===== src/rtl/atb_trace_packer.sv =====
// ATB trace packer: gathers source trace bytes into 32-bit ATB words.
// Partial words close on flush, sync request or idle timeout.
module atb_trace_packer #(
  parameter logic [6:0]  ATID    = 7'h10,
  parameter int unsigned TIMEOUT = 16
) (
  input  logic        atclk,
  input  logic        atresetn,
  input  logic        atclken,
  input  logic        src_valid,
  input  logic [7:0]  src_data,
  output logic        src_ready,
  output logic [31:0] atdata,
  output logic [2:0]  atbytes,
  output logic [6:0]  atid,
  output logic        atvalid,
  input  logic        atready,
  input  logic        afvalid,
  output logic        afready,
  input  logic        syncreq,
  output logic        src_syncreq,
  output logic        atwakeup
);

  localparam int unsigned TW      = (TIMEOUT == 32'd0) ? 1 : $clog2(TIMEOUT + 32'd1);
  localparam logic [TW-1:0] TMO_MAX = TW'(TIMEOUT);

  // Reserved ATB IDs are rejected at elaboration.
  if ((ATID == 7'h00) || ((ATID >= 7'h70) && (ATID <= 7'h7C)) || (ATID >= 7'h7E)) begin : g_bad_atid
    $fatal(1, "atb_trace_packer: ATID is a reserved trace ID");
  end

  typedef enum logic [1:0] {
    RUN   = 2'd0,
    FLUSH = 2'd1,
    ACK   = 2'd2
  } state_t;

  state_t        state_r;
  logic [31:0]   pack_r;
  logic [2:0]    cnt_r;
  logic [TW-1:0] tmo_r;
  logic          sync_pend_r;
  logic          alive_r;
  logic          atvalid_r;
  logic [31:0]   atdata_r;
  logic [2:0]    atbytes_r;
  logic          afready_r;
  logic          src_syncreq_r;

  logic          free_s;
  logic          src_ready_s;
  logic          acc_s;
  logic          tmo_hit_s;
  logic          close_s;
  logic          load_s;

  // Handshake, close-event and load decisions for the current cycle.
  always_comb begin
    free_s      = !atvalid_r || atready;
    src_ready_s = alive_r && (state_r == RUN) && ((cnt_r < 3'd4) || free_s);
    acc_s       = atclken && src_valid && src_ready_s;
    tmo_hit_s   = (TIMEOUT != 32'd0) && (tmo_r >= TMO_MAX);
    close_s     = (state_r == FLUSH) || syncreq || sync_pend_r || tmo_hit_s;
    load_s      = atclken && free_s &&
                  ((cnt_r == 3'd4) || ((cnt_r != 3'd0) && close_s));
  end

  // Packing register, byte count, idle timeout and pending sync close.
  always_ff @(posedge atclk or negedge atresetn) begin
    if (!atresetn) begin
      pack_r      <= 32'd0;
      cnt_r       <= 3'd0;
      tmo_r       <= '0;
      sync_pend_r <= 1'b0;
    end else if (atclken) begin
      if (load_s) begin
        // A byte arriving with the load starts the next word at lane 0.
        if (acc_s) begin
          pack_r <= {24'd0, src_data};
          cnt_r  <= 3'd1;
        end else begin
          pack_r <= 32'd0;
          cnt_r  <= 3'd0;
        end
      end else if (acc_s) begin
        pack_r[{cnt_r[1:0], 3'b000} +: 8] <= src_data;
        cnt_r <= cnt_r + 3'd1;
      end
      if (acc_s || load_s) begin
        tmo_r <= '0;
      end else if ((cnt_r != 3'd0) && (tmo_r != TMO_MAX)) begin
        tmo_r <= tmo_r + TW'(1);
      end
      sync_pend_r <= (syncreq || sync_pend_r) && !load_s && (cnt_r != 3'd0);
    end
  end

  // ATB output register; held stable while the sink stalls.
  always_ff @(posedge atclk or negedge atresetn) begin
    if (!atresetn) begin
      atvalid_r <= 1'b0;
      atdata_r  <= 32'd0;
      atbytes_r <= 3'd0;
    end else if (load_s) begin
      atvalid_r <= 1'b1;
      atdata_r  <= pack_r;
      atbytes_r <= cnt_r;
    end else if (atclken && atvalid_r && atready) begin
      atvalid_r <= 1'b0;
      atdata_r  <= 32'd0;
      atbytes_r <= 3'd0;
    end
  end

  // Flush state machine, sync forwarding and post-reset source enable.
  always_ff @(posedge atclk or negedge atresetn) begin
    if (!atresetn) begin
      state_r       <= RUN;
      afready_r     <= 1'b0;
      src_syncreq_r <= 1'b0;
      alive_r       <= 1'b0;
    end else if (atclken) begin
      alive_r       <= 1'b1;
      src_syncreq_r <= syncreq;
      case (state_r)
        RUN: begin
          if (afvalid) state_r <= FLUSH;
        end
        FLUSH: begin
          if ((cnt_r == 3'd0) && free_s) begin
            state_r   <= ACK;
            afready_r <= 1'b1;
          end
        end
        ACK: begin
          if (afvalid && afready_r) begin
            state_r   <= RUN;
            afready_r <= 1'b0;
          end
        end
        default: begin
          state_r   <= RUN;
          afready_r <= 1'b0;
        end
      endcase
    end
  end

  assign src_ready   = src_ready_s;
  assign atvalid     = atvalid_r;
  assign atdata      = atdata_r;
  assign atbytes     = atbytes_r;
  assign atid        = ATID;
  assign afready     = afready_r;
  assign src_syncreq = src_syncreq_r;
  assign atwakeup    = atvalid_r || (cnt_r != 3'd0) || (state_r != RUN);

endmodule


===== config.mk =====
export PLATFORM = sky130hd
export DESIGN_NAME = atb_trace_packer
export DESIGN_NICKNAME = d
export VERILOG_FILES = /design/src/rtl/atb_trace_packer.sv
export SDC_FILE = /design/constraint.sdc
export NUM_CORES = 1
export LEC_CHECK = 0
export CAP_MARGIN = 20
export CORE_AREA = 5 5 128 130
export DETAILED_ROUTE_END_ITERATION = 12
export DIE_AREA = 0 0 133 135
export SYNTH_ARGS = -nofsm -noshare
export SYNTH_HDL_FRONTEND = slang
export SYNTH_SLANG_ARGS = --single-unit

===== constraint.sdc =====
create_clock -name atclk -period 2.04 [get_ports atclk]
set_input_delay 0.408 -clock atclk [delete_from_list [all_inputs] [get_ports atclk]]
set_output_delay 0.408 -clock atclk [all_outputs]
set_load 0.005 [all_outputs]

# Word-level counts from Yosys, hierarchy flattened
# Index checks and enable logic that the tools add are counted.
[word_totals] in_bits=15 ff_bits=82
[op_classes] eq_ne=7 bitwise=1 add_sub_neg=3 magnitude_cmp=2 n_shift=2 mux=22 reduce_logical=37
[ops] op="$mux W32" count=4
[ops] op="$bwmux W32" count=1
[ops] op="$shift A8 B7 Y32 const A" count=1
[ops] op="$shiftx A8 B7 Y32" count=1
[ops] op="$logic_and A1 B1 Y1" count=14
[ops] op="$mux W3" count=4
[ops] op="$logic_or A1 B1 Y1" count=10
[ops] op="$mux W5" count=2
[ops] op="$mux W8" count=1
[ops] op="$reduce_and A4 Y1" count=2
[ops] op="$reduce_bool A2 Y1" count=4
[ops] op="$neg A5 Y7" count=1
[ops] op="$mux W2" count=3
[ops] op="$pmux W2 S3" count=1
[ops] op="$add A5 B1 Y5 const B" count=1
[ops] op="$ge A5 B5 Y1 const B" count=1
[ops] op="$mux W1" count=5
[ops] op="$ne A5 B5 Y1 const B" count=1
[ops] op="$ne A2 B2 Y1 const B" count=2
[ops] op="$reduce_and A2 Y1" count=2
[ops] op="$add A3 B1 Y3 const B" count=1
[ops] op="$eq A3 B3 Y1 const B" count=1
[ops] op="$logic_not A3 Y1" count=1
[ops] op="$lt A3 B3 Y1 const B" count=1
[ops] op="8 further kinds" count=9

# Logic depth before layout (Yosys ltp)
# Gate-level depths: netlist of the first run.
[logic_depth] depth_word=10 ltp_mapped=9 ltp_nobuf=6

# Least setup slack after synthesis of the first run
# Ideal clock, no wire load.
[synth_timing] kind="reg-to-reg" start="register cnt_r[0]" end="register pack_r[16]" t_required_ps=1919 arrival_time_ps=1877 slack_ps=42 setup_time_ps=121 n_path_buf=1 stages_incl_launch_ff=8 cell_sequence="dfrtp_1 > inv_1 > ha_1 > nand2b_1 > buf_2 > nor3b_4 > a22oi_2 > a22o_1"
[synth_between] elab_chain_cells=6
[synth_lines] element="from (decl)" line_no="41" source="logic [2:0] cnt_r;"
[synth_lines] element="from (signal assigned)" line_no="88" source="cnt_r <= cnt_r + 3'd1;"
[synth_lines] element="parallel branches: the longest is 6 deep, another holds $neg A5 Y7"
[synth_lines] element="to (signal assigned)" line_no="80" source="pack_r <= {24'd0, src_data};"
[synth_lines] element="to (signal, indexed assignment)" line_no="87" source="pack_r[{cnt_r[1:0], 3'b000} +: 8] <= src_data;"
[synth_lines] element="to (decl)" line_no="40" source="logic [31:0] pack_r;"
# Parallel ways; which one is timed is not known. The select of a mux whose other input is x is not followed.
# A chain may end at the register's enable or synchronous reset.

# Worst setup path in the final report of the first run
[layout_timing] start="register cnt_r[1]" end="output atwakeup"
[layout_between] elab_chain_cells=3
[layout_lines] element="$reduce_bool A3 Y1" line_no="157" source="assign atwakeup = atvalid_r || (cnt_r != 3'd0) || (state_r != RUN);"
[layout_lines] element="$logic_or A1 B1 Y1 (2 in a row)" line_no="157"
[layout_lines] element="to (decl)" line_no="22" source="output logic atwakeup"
# Every way passes these cells.

==> results of run 1 <==
logic make-up after synthesis:
family          count (synthesis)
xor+xnor                        6
buf+inv                        39
flops                          82
other cells                     2
compound gates                 87
mux                             3
simple gates                  136
fa+ha+maj                       7
worst register-to-register path: stages, from the launching register on:
cell	delay, ns
dfrtp_1	0.36
inv_2	0.06
ha_4	0.17
nand2b_4	0.08
nand3b_1	0.24
nor2_4	0.66
o21ai_0	0.19
per-stage QoR:
step | hold slack, ns | utilization [%] | instances | TNS, ns
2_1_floorplan | 0.112 | - | 367 | 0
3_3_place_gp | 0.402 | 30.5 | 613 | -28.35
3_5_place_dp | 0.408 | 30.5 | 613 | -33.60
4_1_cts | 0.0607 | 32.7 | 631 | -0.0821
5_1_grt | 0.0756 | 32.8 | 632 | 0
6_report | 0.0433 | 32.8 | 632 | 0
final timing paths:
| kind | to | slack, ns |
|---|---|---|
| hold reg to reg | alive_r$_DFFE_PN0P_ | 0.48 |
| max in group asynchronous | state_r[0]$_DFFE_PN0P_ | 1.33 |
| setup / recovery | atwakeup | 0.07 |
| setup reg to reg | atdata[1]$_DFFE_PN0P_ | 0.13 |
| hold / removal | atdata[7]$_DFFE_PN0P_ | 0.04 |
| min in group atclk | alive_r$_DFFE_PN0P_ | 0.48 |
sequential cells by signal, summed over array words and instances, names as in the netlist:
name	count
alive_r	1
pack_r	32
sync_pend_r	1
state_r	2
cnt_r	3
atvalid	1
tmo_r	5
atbytes	3
src_syncreq	1
afready	1
atdata	32
layer usage:
| layer | vias to the layer above | part of all wire, % | GRT usage, % |
|---|---|---|---|
| met3 | 11 | 4.8 | 2.91 |
| li1 | 1442 | - | - |
| met2 | 80 | 49 | 18.7 |
| met1 | 1489 | 45 | 15.8 |
| met5 | - | 0 | 0 |
| met4 | 0 | 1.0 | 2.48 |
synth_stat cells (2+ instances only):
cell type / count
dfrtp_1: 82
nand2_1: 52
o21ai_0: 40
nand3_1: 36
nand4_1: 15
a21oi_1: 14
clkbuf_1: 12
buf_2: 10
nor2_1: 10
inv_1: 9
a22o_1: 8
a32o_1: 8
a32oi_1: 7
buf_4: 7
ha_1: 7
nor3_1: 7
and2_1: 4
xnor2_1: 3
xor2_1: 3
a22oi_2: 2
conb_1: 2
mux2i_1: 2
nand3b_1: 2
nor4_1: 2
or2_2: 2
cell usage in the layout (no fill, tap or decap), drive strengths merged, types with 4 or more instances in the layout:
cell and n:
o21ai 41, conb 7, buf 37, nor3 7, a21oi 14, and2 4, inv 11, ha 7
nand2 52, a32o 8, a32oi 7, nor2 11, nand4 15, dfrtp 82, nand3 36, a22o 8
clkbuf 11, clkdlybuf4s50 50
layout make-up:
type	count	area [um^2]
clock inverter	6	50.0
inverter	9	33.8
timing repair buffer	90	813
clock buffer	10	229
sequential	82	2050
tap	188	235
fill	1533	10100
multi-input combinational	247	1510
where the power goes:
part	leakage, nW	switching (mW)	internal, mW
Sequential	1.12	0.202	1.91
Clock	0.130	0.684	0.838
Combinational	0.842	1.19	0.963
Total	2.09	2.08	3.71
what timing repair did:
item                                    CTS  global route
resized for setup                        12             4
pin swaps                                 2             2
setup buffers                             1             1
endpoints found under the setup margin   69            12
cloned                                    1             0
==> impl_results.md, run 1 <==
- DR pass1 iterations: 4
- Via count: 3022
- Slew Limit Headroom: 50.1%
- Largest family of logic cells by synthesized area: simple AND/OR/NAND/NOR gates
- CP Data Required Time: 1.63 ns
- FFs w/ async S/R, synth: 100%
- Synth cell types: 41
- Crit path kind: reg2out
- Primary FF master, synth: dfrtp_1
- Std-Cell Rows: 45
- Die Span Y: 135 um
- Diode count: 0
- Post-Syn Instances: 362
- Clk_skew: 0.00864 ns
- Final setup violation count: 0
- Share of the synthesized area in the top cell type: about 56%
- Fin crit share: 96.8%
- Global-route wire length before repair: 17200 um
- Min setup slack post-route: 0.0651 ns
- Sequential-to-total area share from yosys stat: ~56%
- Simple-gate area share of the yosys netlist: 18.1%
- Slew Viols, Final: 0
- Antenna viol nets, final: 0
- Die area: 18000 um^2
- Post-synthesis register bit count: between 80 and 90
- Worst-case clock buffer depth: 2
- Worst skew pair latency: 0.33 ns
- Post-DP HPWL: between 7000 and 8000 um
- Mux cell area share after synthesis: 0.852%
- CP Launch Point: cnt_r[1]$_DFFE_PN0P_
- Antenna violations before repair: 0
- CP delay by family, top: simple AND/OR/NAND/NOR gates
- Placed cell areas: 4590 um^2
- Peak VDD IR: 0.000660 V
- Grt total ovfl: 0
- Total wire length: 10100 um
- Yosys warnings: 0
- Pwr dens: 1180 nW/um^2
- CTS root buf: clkbuf_16
- Clk slew on worst S/H paths: 0.06 ns
- Lkg Pwr: 2.09 nW
- Largest net degree at the start of global routing: 41
- Worst Tran Pin Value: ~0.75 ns
- WP data arrival: 1.57 ns
- Via density: 4.78
- Iteration-0 DRC Markers: 147
- Min Tclk post-route: between 1.5 and 2 ns
- DIE WIDTH: around 130 um
- Synth Area in Compound Gates: 16.1%
- Synth area leaders: dfrtp_1 (56%), o21ai_0 (5.5%), nand2_1 (5.3%)
- Reg-to-reg startpoint: cnt_r[0]$_DFFE_PN0P_
- Area leader, netlist: dfrtp_1
- Global Route Usage Sum: 11.6%
- Avg Cell Area, Syn: 10.1 um^2
- Vias in the first global route: 3179
- CTS sink count: 82
- Worst-path cell chain: inv_2 > ha_4 > nand2b_4 > or4_1 > clkbuf_2
- Hold/Removal Path Class: in2async
- CP startpoint kind: flop
- Buffers and inverters on the worst path: 2
- Reg2Reg Depth: 6
- Mapped Area: between 3000 and 4000 um^2
- CTS tree: yes
- Nets@finish: 461
- CTS buffer count: 9
- Critical Path Stages: 5
- Hold_buf cts: 0
- # DRC: 0
- Level count of the clock H-tree: 3
- Xor/xnor cell area share of the yosys netlist: 1.43%
- Layout cell share with drive strength beyond 1: 16.2%
- Slowest stage cell, crit path: or4_1
- Post-synthesis adder-cell area fraction: 2.39%
- IO Port Bufs: 54
- Core area: 15000 um^2
- Critical path's largest stage delay: 0.41 ns
- Power, Total: 5.79 mW
- Peak Freq: 506 MHz
- Synth-to-Final Area Change: 34.2%
- Number of top-level pins: 62
- Crit-path max FO: 4
- Post-placement setup slack: -0.589 ns
- Initial core utilization: 24.4%
- Unrepaired setup endpoints after global routing: no
- EDFF count, synth: 0
- Fin area: slightly below 5000 um^2
- Final hold vios: 0
- Wire length per cell: 16.0 um
- Gpl congestion: 0.823
- Max-Cap Viols: 0
- Crit end category: primary output
- Status: complete, no violations
Power figures use the tool's default switching activity.
==> inputs of run 2 (changes only) <==
Settings changed: SKIP_CTS_REPAIR_TIMING set to 1.
==> run 2 against run 1 <==
  * Sequential power about the same
  * Combinational power about the same
  * Wire length down 2.2%
  * Non-clock buffer count up 3
==> impl_results.md, run 2 (synthesized netlist as in run 1, its figures left out) <==
- Nets@finish: 463 (+0.43%)
- R2r setup slk: 0.18 ns (+0.05 ns)
- Number of top-level pins: 62 (unchanged)
- CP Data Required Time: 1.63 ns (about the same)
- Most frequent cells in the layout: dfrtp_1 (80), nand2_1 (52), clkdlybuf4s50_1 (50), o21ai_0 (40), buf_4 (37)
- Initial core utilization: 24.4% (unchanged)
- Iteration-0 DRC Markers: 165 (+12%)
- Via count: 3031 (+0.30%)
- Setup TNS: 0 ns (unchanged)
- CTS tree: yes
- Antenna viol nets, final: 0 (unchanged)
- Clk_skew: 0.00841 ns (-0.000224 ns)
- WP data arrival: 1.56 ns (about the same)
- DR pass1 iterations: 4 (unchanged)
- Global Route Usage Sum: 11.3% (-0.31 points)
- Lkg Pwr: 2.11 nW (+1.2%)
- Fin area: 4940 um^2 (+0.36%)
- Slew Viols, Final: 0 (unchanged)
- IO Port Bufs: 54 (unchanged)
- Clk slew on worst S/H paths: 0.06 ns (about the same)
- Crit-path max FO: 4 (unchanged)
- Hold/Removal Path Class: in2async
- Status: complete, no violations
- CP Launch Point: cnt_r[1]$_DFFE_PN0P_
- Crit end category: primary output
- Max-Cap Viols: 0 (unchanged)
- CTS root buf: clkbuf_16
- Worst-case clock buffer depth: 2 (unchanged)
- Fin crit share: 96.6% (-0.25 points)
- CP startpoint kind: flop
- Largest net degree at the start of global routing: 60 (+46%)
- Worst setup path end: atwakeup
- WHS: 0.0461 ns (+0.00276 ns)
- Grt total ovfl: 0 (unchanged)
- Slew Limit Headroom: 66.3% (+16 points)
- Total wire length: 9910 um (-2.2%)
- Critical R2R Capture: pack_r[5]$_DFFE_PN0P_
- Layout cell share with drive strength beyond 1: 16.6% (+0.38 points)
- Pwr dens: 1170 nW/um^2 (-0.49%)
- Commonest non-fill, non-tap cell in the layout: dfrtp_1
- Via density: 4.78 (about the same)
- Wire length per cell: 15.6 um (-2.6%)
- Unrepaired setup endpoints after global routing: no
- Die Span Y: 135 um (unchanged)
- Reg-to-reg startpoint: cnt_r[1]$_DFFE_PN0P_
- Final hold vios: 0 (unchanged)
- Final setup violation count: 0 (unchanged)
- Peak VDD IR: 0.000635 V (-3.9%)
- Diode count: 0 (unchanged)
- Vias in the first global route: 3116 (-2.0%)
- Peak Freq: 508 MHz (+0.26%)
- Die area: 18000 um^2 (unchanged)
- Gpl congestion: 0.823 (unchanged)
- Reg2Reg Depth: 7 (+1)
- Post-DP HPWL: 7100 um (unchanged)
- Placed cell areas: 4590 um^2 (unchanged)
- Std-Cell Rows: 45 (unchanged)
- Worst Tran Pin Value: 0.505 ns (-0.241 ns)
- Antenna violations before repair: 0 (unchanged)
- DIE WIDTH: 133 um (unchanged)
- Synth-to-Final Area Change: 34.7%
- Core area: 15000 um^2 (unchanged)
- Level count of the clock H-tree: 3 (unchanged)
- Worst skew pair latency: 0.33 ns (about the same)
- Min Tclk post-route: 1.97 ns (-0.00511 ns)
- Post-placement setup slack: -0.589 ns (unchanged)
- # DRC: 0 (unchanged)
- CTS buffer count: 9 (unchanged)
- CTS sink count: 82 (unchanged)
- Crit path kind: reg2out
- Min setup slack post-route: 0.0703 ns (+0.00511 ns)
- Global-route wire length before repair: 16700 um (-2.4%)
run 2: metal layers:
layer  global-route usage (%)  part of all wire (%)
met1                     15.4                    46
met2                     18.2                    50
met3                     2.87                   3.9
met4                     2.19                  0.44
met5                        0                     0
run 2: worst max-delay path, cell delays in order, from the launching register on:
cell      delay (ns)
dfrtp_1         0.38
inv_2           0.08
ha_4            0.16
nand2b_4        0.06
or4_1           0.41
clkbuf_2        0.13
run 2: metrics by stage:
stage	std cells	total power [mW]	utilization, %
floorplan	367	3.18	-
global placement	613	4.10	30.5
detailed placement	613	4.16	30.5
CTS	629	5.69	32.4
global route	634	6.17	32.9
finish	634	5.79	32.9
run 2: worst min path at each step:
stage,startpoint,endpoint,slack (ns)
floorplan,atresetn,afready$_DFFE_PN0P_,0.11
global placement,atresetn,atdata[8]$_DFFE_PN0P_,0.40
detailed placement,atresetn,atdata[7]$_DFFE_PN0P_,0.41
CTS,atresetn,pack_r[13]$_DFFE_PN0P_,0.06
global route,atresetn,pack_r[13]$_DFFE_PN0P_,0.08
finish,atresetn,atdata[7]$_DFFE_PN0P_,0.05
run 2: report_power, final:
group | switching (mW) | internal (mW)
logic | 1.15 | 1.00
registers | 0.201 | 1.91
clock network | 0.679 | 0.838
run 2: final cells by class:
cell class	count	area, um^2
fillers	1529	10100
flip-flops and latches	82	2050
multi-input cells	246	1490
repair buffers	93	856
well taps	188	235
clock buffers	10	229
clock inverters	6	50.0
inverters	9	33.8
